[config.mk]
export PLATFORM = sky130hd
export DESIGN_NAME = axis_tile_deserializer
export DESIGN_NICKNAME = d
export VERILOG_FILES = /design/src/rtl/axis_tile_deserializer.sv
export SDC_FILE = /design/constraint.sdc
export NUM_CORES = 1
export LEC_CHECK = 0
export ABC_AREA = 0
export CORE_ASPECT_RATIO = 1.75
export CORE_MARGIN = 1.5
export CORE_UTILIZATION = 30
export CTS_CLUSTER_DIAMETER = 60
export DETAILED_ROUTE_END_ITERATION = 8
export GPL_ROUTABILITY_DRIVEN = 0
export GPL_TIMING_DRIVEN = 1
export PLACE_DENSITY = 0.55
export SLEW_MARGIN = 20
export SYNTH_ARGS = -nofsm -noshare
export SYNTH_HDL_FRONTEND = slang
export SYNTH_SLANG_ARGS = --single-unit
export TNS_END_PERCENT = 50
[constraint.sdc]
create_clock -name clk -period 3.69 [get_ports clk]
set_clock_uncertainty 0.1 [all_clocks]
set_input_delay 0.5535 -clock clk [delete_from_list [all_inputs] [get_ports clk]]
set_output_delay 0.5535 -clock clk [all_outputs]
set_load 0.02 [all_outputs]
[src/rtl/axis_tile_deserializer.sv]
// axis_tile_deserializer
//   Collects WORDS consecutive AXI-Stream beats into one parallel tile and
//   hands it to a valid/ready consumer. Frames shorter than WORDS beats are
//   emitted zero-padded and flagged short. Frames longer than WORDS beats are
//   emitted after WORDS beats and flagged long. The remaining beats of a long
//   frame are then dropped up to and including tlast.
//
// Ports
//   clk, rstn        : clock and asynchronous active-low reset
//   s_axis_*         : input stream (tdata, tvalid, tready, tlast, tuser)
//   m_tile_data      : assembled tile; beat k sits at [k*DATA_WIDTH +: DATA_WIDTH]
//   m_tile_valid     : tile available (high exactly while holding a tile)
//   m_tile_ready     : consumer accepts the tile
//   m_tile_user      : tuser captured on the tile's first beat
//   m_tile_err       : 00 ok, 01 short frame, 10 long frame
//   err_count        : saturating count of tiles delivered with nonzero error
module axis_tile_deserializer #(
  parameter int DATA_WIDTH = 8,
  parameter int WORDS      = 4,
  parameter int USER_WIDTH = 1
) (
  input  logic                        clk,
  input  logic                        rstn,
  input  logic [DATA_WIDTH-1:0]       s_axis_tdata,
  input  logic                        s_axis_tvalid,
  output logic                        s_axis_tready,
  input  logic                        s_axis_tlast,
  input  logic [USER_WIDTH-1:0]       s_axis_tuser,
  output logic [WORDS*DATA_WIDTH-1:0] m_tile_data,
  output logic                        m_tile_valid,
  input  logic                        m_tile_ready,
  output logic [USER_WIDTH-1:0]       m_tile_user,
  output logic [1:0]                  m_tile_err,
  output logic [15:0]                 err_count
);

  localparam int CNT_W = $clog2(WORDS);
  localparam logic [CNT_W-1:0] LAST_IDX = CNT_W'(WORDS - 1);

  typedef enum logic [1:0] {
    FILL    = 2'd0,
    FULL    = 2'd1,
    DISCARD = 2'd2
  } state_t;

  state_t                  state_q, state_d;
  logic [CNT_W-1:0]        cnt_q, cnt_d;
  logic                    pend_q, pend_d;
  logic [DATA_WIDTH-1:0]   slot_q [WORDS];
  logic [DATA_WIDTH-1:0]   slot_d [WORDS];
  logic [USER_WIDTH-1:0]   user_q, user_d;
  logic [1:0]              err_q, err_d;
  logic [15:0]             err_cnt_q, err_cnt_d;

  always_comb begin
    state_d   = state_q;
    cnt_d     = cnt_q;
    pend_d    = pend_q;
    user_d    = user_q;
    err_d     = err_q;
    err_cnt_d = err_cnt_q;
    for (int i = 0; i < WORDS; i++) slot_d[i] = slot_q[i];

    case (state_q)
      FILL: begin
        if (s_axis_tvalid) begin
          slot_d[cnt_q] = s_axis_tdata;
          if (cnt_q == '0) user_d = s_axis_tuser;
          cnt_d = cnt_q + CNT_W'(1);
          if (cnt_q == LAST_IDX) begin
            // Tile is full: tlast here is a clean frame, otherwise the
            // frame overruns and its tail must be discarded afterwards.
            state_d = FULL;
            cnt_d   = '0;
            err_d   = s_axis_tlast ? 2'b00 : 2'b10;
            pend_d  = ~s_axis_tlast;
          end else if (s_axis_tlast) begin
            state_d = FULL;
            cnt_d   = '0;
            err_d   = 2'b01;
          end
        end
      end
      FULL: begin
        if (m_tile_ready) begin
          // Clearing slots here guarantees a following short frame reads
          // zero in the positions it never writes.
          for (int i = 0; i < WORDS; i++) slot_d[i] = '0;
          user_d = '0;
          err_d  = 2'b00;
          if (err_q != 2'b00 && err_cnt_q != 16'hFFFF)
            err_cnt_d = err_cnt_q + 16'd1;
          state_d = pend_q ? DISCARD : FILL;
        end
      end
      DISCARD: begin
        if (s_axis_tvalid && s_axis_tlast) begin
          pend_d  = 1'b0;
          state_d = FILL;
        end
      end
      default: state_d = FILL;
    endcase
  end

  always_ff @(posedge clk or negedge rstn) begin
    if (!rstn) begin
      state_q   <= FILL;
      cnt_q     <= '0;
      pend_q    <= 1'b0;
      user_q    <= '0;
      err_q     <= 2'b00;
      err_cnt_q <= 16'd0;
      for (int i = 0; i < WORDS; i++) slot_q[i] <= '0;
    end else begin
      state_q   <= state_d;
      cnt_q     <= cnt_d;
      pend_q    <= pend_d;
      user_q    <= user_d;
      err_q     <= err_d;
      err_cnt_q <= err_cnt_d;
      for (int i = 0; i < WORDS; i++) slot_q[i] <= slot_d[i];
    end
  end

  // Both handshake qualifiers decode the state register only, so the
  // consumer's ready never reaches s_axis_tready combinationally.
  assign s_axis_tready = (state_q != FULL);
  assign m_tile_valid  = (state_q == FULL);
  assign m_tile_user   = user_q;
  assign m_tile_err    = err_q;
  assign err_count     = err_cnt_q;

  for (genvar k = 0; k < WORDS; k++) begin : g_pack
    assign m_tile_data[k*DATA_WIDTH +: DATA_WIDTH] = slot_q[k];
  end

endmodule

Word-level counts from Yosys, hierarchy flattened --
Index checks and enable logic that the tools add are counted.
Cells by class: add/subtract/negate cells 2, order comparisons 2, equality and inequality tests 11, mux-type cells 28, bitwise logic cells 2, reduce and logical (&&, ||, !) cells 15
Operator list (count):
- 2-to-1 mux 32 bit | 2
- case mux 32 bit (2 select lines) | 1
- bitwise mux 32 bit | 1
- 2-to-1 mux 2 bit | 12
- adder 16 x 1 -> 16 bit (second input constant) | 1
- demux 8 bit (select 2 bit) | 1
- != test 16 bit (second input constant) | 1
- AND reduction 4 bit | 4
- 2-to-1 mux 8 bit | 1
- != test 2 bit (second input constant) | 4
- 2-to-1 mux 1 bit | 6
- case mux 2 bit (3 select lines) | 1
- AND reduction 3 bit | 2
- nonzero test 2 bit | 3
- == test 2 bit (second input constant) | 2
- zero test 2 bit | 2
- != test 2 x 1 -> 1 bit (second input constant) | 2
- case mux 1 bit (2 select lines) | 2
- case mux 2 bit (2 select lines) | 1
- greater-or-equal comparator 3 bit (second input constant) | 1
- logical AND 1 bit | 3
- < comparator 3 x 1 -> 1 bit (second input constant) | 1
- != test 3 bit (second input constant) | 1
- inverter 2 -> 3 bit | 1
- other kinds (4) | 4
Storage, ports and cells: flip-flop bits (word level) 56, input port bits 14, output and inout port bits 53, word-level logic and storage cells 70

Depth between registers and ports, before layout --
depth after elaboration 8, mapped depth 6, depth with buffers taken out 5

Worst setup path before layout --
OpenSTA, ideal clock, no wires.
path type register -> register, start register err_cnt_q[0] (netlist: err_count[0]), end register err_cnt_q[1] (netlist: err_count[1]), setup time 125 ps, arrival 1654 ps, required time 3465 ps, slack 1811 ps, stages on the path, launching flop included 6, buffers on the path 0, period minus slack after synthesis 1879 ps, path through dfrtp_1 > ha_1 > and3_2 > and4b_1 > nand2b_4 > mux2_2
On the way: word-level cells in the longest chain between the ends 3, elaborated cells on any way between the ends 4, classes of those cells 1 x add/sub; 1 x eq/ne; 2 x reduce/logical
Ends and longest elaborated chain:
- start, declared | RTL line 53 | logic [15:0] err_cnt_q, err_cnt_d;
- start signal, assigned | RTL line 121 | err_cnt_q <= err_cnt_d;
- branches (longest 3 deep; another with adder 16 x 1 -> 16 bit)
Parallel ways; which one is timed is not known. A chain may end at the register's enable or synchronous reset.

Worst setup path after layout --
start register state_q[1], end output m_tile_valid
On the way: word-level cells in the longest chain between the ends 1
Ends and longest elaborated chain:
- start, declared | RTL line 46 | state_t state_q, state_d;
- start signal, assigned | RTL line 116 | state_q <= state_d;
- == test 2 x 1 -> 1 bit | RTL line 129 | assign m_tile_valid = (state_q == FULL);
- end, declared | RTL line 30 | output logic m_tile_valid,
No other way between the ends.

==> results.yml <==
finish:
  fillCellCount: 768
  postLayoutCellArea_um2: 3390
  drive_above_1_share_pct: 9.77
  num_antenna_cells: 0
  synthToLayoutAreaGrowth_pct: 37.0
  multi_input_area_um2: 1010
  nets: 284
  layoutNonFillerInstCount: 356
  regArea_um2: 1400
global_route:
  grt_pass1_vias: 1896
  grt_util_all_layers_pct: 14.1
  grt_pass1_wl_mm: 9.60
  grt_start_max_net_pins: 45
  overflow: 0
  antenna_found_initial: 0
clock_network:
  htreeDepth: 2
  post_cts_buffers: 0
  clkTransAtPathRegs_ns: 0.07
  tritoncts: "yes"
  worstSkewPairLatency_ns: 0.29
  cts_buffer_depth: 2
  hold_buffers: 0
  cts-resized-gates: 0
  root_buffer: "clkbuf_16"
  numCtsBuffers: 5
  cts_sinks: 56
synthesis:
  mappedNetlistArea_um2: 2470
  synth-seq-cells: 56
  synth.distinct_cells: 40
  yosys.area_share.adder_pct: 2.53
  synthCells: 197
  synthSimpleGateAreaFrac_pct: 15.9
  synth_xor_xnor_area_share_pct: 3.54
  synth_mux_area_share_pct: 0.911
  synth_edf_count: 0
  yosys_warnings: 0
  synth_top_family_by_area: "compound AO/OA/AOI/OAI gates"
  synth_compound_area_share_pct: 17.9
  synth-main-ff-cell: "dfrtp_1"
  syn-num-nets: 216
  yosysSeqAreaShare_pct: 56.7
  synth.avg_cell_area_um2: 12.5
  async_reset_ff_share_pct: 100
timing:
  worst-slew-pin-transition_ns: 0.964
  setup_violations: 0
  period_needed_ns: 2.48
  hold_viol: 0
  final_max_slew_viol_count: 0
  min_period_over_period_pct: 67.3
  rsz0062_at_grt: "false"
  tns_ns: 0
  clock.fmax_ghz: 0.403
  relSlewSlack_pct: 35.7
worst_setup_path:
  slowest_delay_ns: 0.59
  crit_end: "m_tile_valid"
  crit_chain: "or2b_2, inv_1, clkdlybuf4s50_1"
  cp_top_family: "buffers and inverters"
  reg2reg_from: "err_count[0]"
  worstPathRequired_ns: 3.04
  ff2ff_setup_slack_ns: 1.76
  r2r_cells: 5
  r2r_end: "err_count[1]"
  crit_buf_inv: 2
  crit_path_top_delay_cell: "clkdlybuf4s50_1"
  path_class: "flip-flop to output pin"
  crit_path_end_kind: "output pin"
  startpoint: "state_q[1]"
  crit_path_start_kind: "flip-flop"
  cp_data_arrival_time_ns: 1.83
  cp_max_fo: 11
  cp.depth: 3
detailed_routing:
  vias: 1843
  vias_per_cell: 5.18
  drt_wl_total_mm: 6.08
  drt_pass1_iterations: 8
  drc_errors: 5
  wl_per_cell_um: 17.1
  drt_iter0_drc: 78
  drtAntennaViolNets: 0
floorplanning:
  die_h_um: 123
  coreArea_um2: 7960
  rows: 43
  start_util_pct: 31.0
  dieArea_um2: 8810
  die_w_um: 71.6
  io-pin-count: 67
power:
  power.leakage_nw: 1.51
  p_per_area_nw_per_um2: 780
  ir_drop_mv: 0.425
  p_total_mw: 2.64
placement:
  dp.cells: 348
  dp_hpwl_mm: 4.36
  port_buffers: 66
  placed_cell_area_um2: 3210
flow_run:
  maxCapViolations: 0
status:
  violations: "DRC"
  status: "finished with violations"
hold_path:
  timing.hold.worst.class: "input pin to async pin"
cell families after synthesis:
| kind of cell | after synthesis |
|---|---|
| flip-flops | 56 |
| buffers and inverters | 11 |
| XOR/XNOR | 10 |
| adder cells (fa/ha/maj) | 5 |
| AND/OR/NAND/NOR | 56 |
| multiplexers | 2 |
| AO/OA/AOI/OAI | 57 |
worst register-to-register path, cell delays in order, from the launching register on:
cell      delay [ns]
dfrtp_1         0.43
ha_1            0.21
and3_2          0.24
and4b_1         0.30
nand2b_4        0.19
mux2_2          0.33
metrics by stage:
step	utilization, %	setup WS, ns	hold slack (ns)
after floorplan	-	1.81	0.158
after global placement	40.3	1.39	0.376
after detailed placement	40.3	1.34	0.383
after CTS	42.5	1.20	0.349
after global routing	42.5	1.16	0.391
final	42.5	1.21	0.305
where the power goes:
part	switching (mW)	internal, mW	leakage [nW]
logic	0.559	0.539	0.681
clock network	0.224	0.341	0.0871
registers	0.161	0.815	0.743
Yosys cell counts, drive strengths merged, types with 4 or more instances:
master  instances  area share, %
nand4           4            1.6
nor2            5           0.76
nand3           9            1.8
dfrtp          56             57
a31oi           4            1.0
a21o            4            1.4
nand2          13            2.0
a22o           32             11
o21ai           7            1.4
ha              5            2.5
inv             4           0.61
and2            5            1.3
buf             6            1.7
a21oi           5            1.0
and3            6            1.6
xnor2           8            2.8
state kept, by name, summed over array words and instances (netlist names):
register     flops
m_tile_user      1
pend_q           1
cnt_q            2
m_tile_err       2
err_count       16
state_q          2
m_tile_data     32
worst min-delay path by stage:
stage               slack [ns]  cells past startpoint               to             from
detailed placement        0.38                      1  m_tile_data[18]  m_tile_data[18]
global route              0.39                      1    err_count[10]             rstn
finish                    0.30                      1     err_count[9]             rstn
CTS                       0.35                      1    err_count[10]             rstn
global placement          0.38                      1    err_count[11]    err_count[11]
floorplan                 0.16                      0         cnt_q[0]             rstn
cell usage in the layout, fill, tap and decap left out, types with 3 or more instances in the layout:
cell | netlist | final
clkdlybuf4s50_1 | 0 | 65
dfrtp_1 | 56 | 56
a22o_1 | 32 | 32
nand2_1 | 13 | 13
nand3_1 | 9 | 9
xnor2_1 | 8 | 8
o21ai_0 | 7 | 7
and2_1 | 5 | 5
a21oi_1 | 5 | 5
nor2_1 | 5 | 5
and3_1 | 5 | 5
ha_1 | 5 | 5
clkbuf_16 | 0 | 5
inv_1 | 4 | 4
a21o_2 | 4 | 4
a31oi_1 | 4 | 4
nand4_1 | 3 | 3
metal layers:
metal  track usage (%)  wire [um]  vias up
li1                  -          -      863
met1              17.7       2670      914
met2              23.6       3030       60
met3              2.69        297        6
met4              5.54         82        0
met5                 0          0        -
final cells by class:
type                    count  area share [%]
clock inverters             2            1.15
clock buffers               6            4.10
repair buffers             68            19.8
inverters                   4           0.443
flip-flops and latches     56            41.4
well taps                  90            3.33
multi-input cells         130            29.8
No activity file was read; power rests on OpenSTA's default activity.
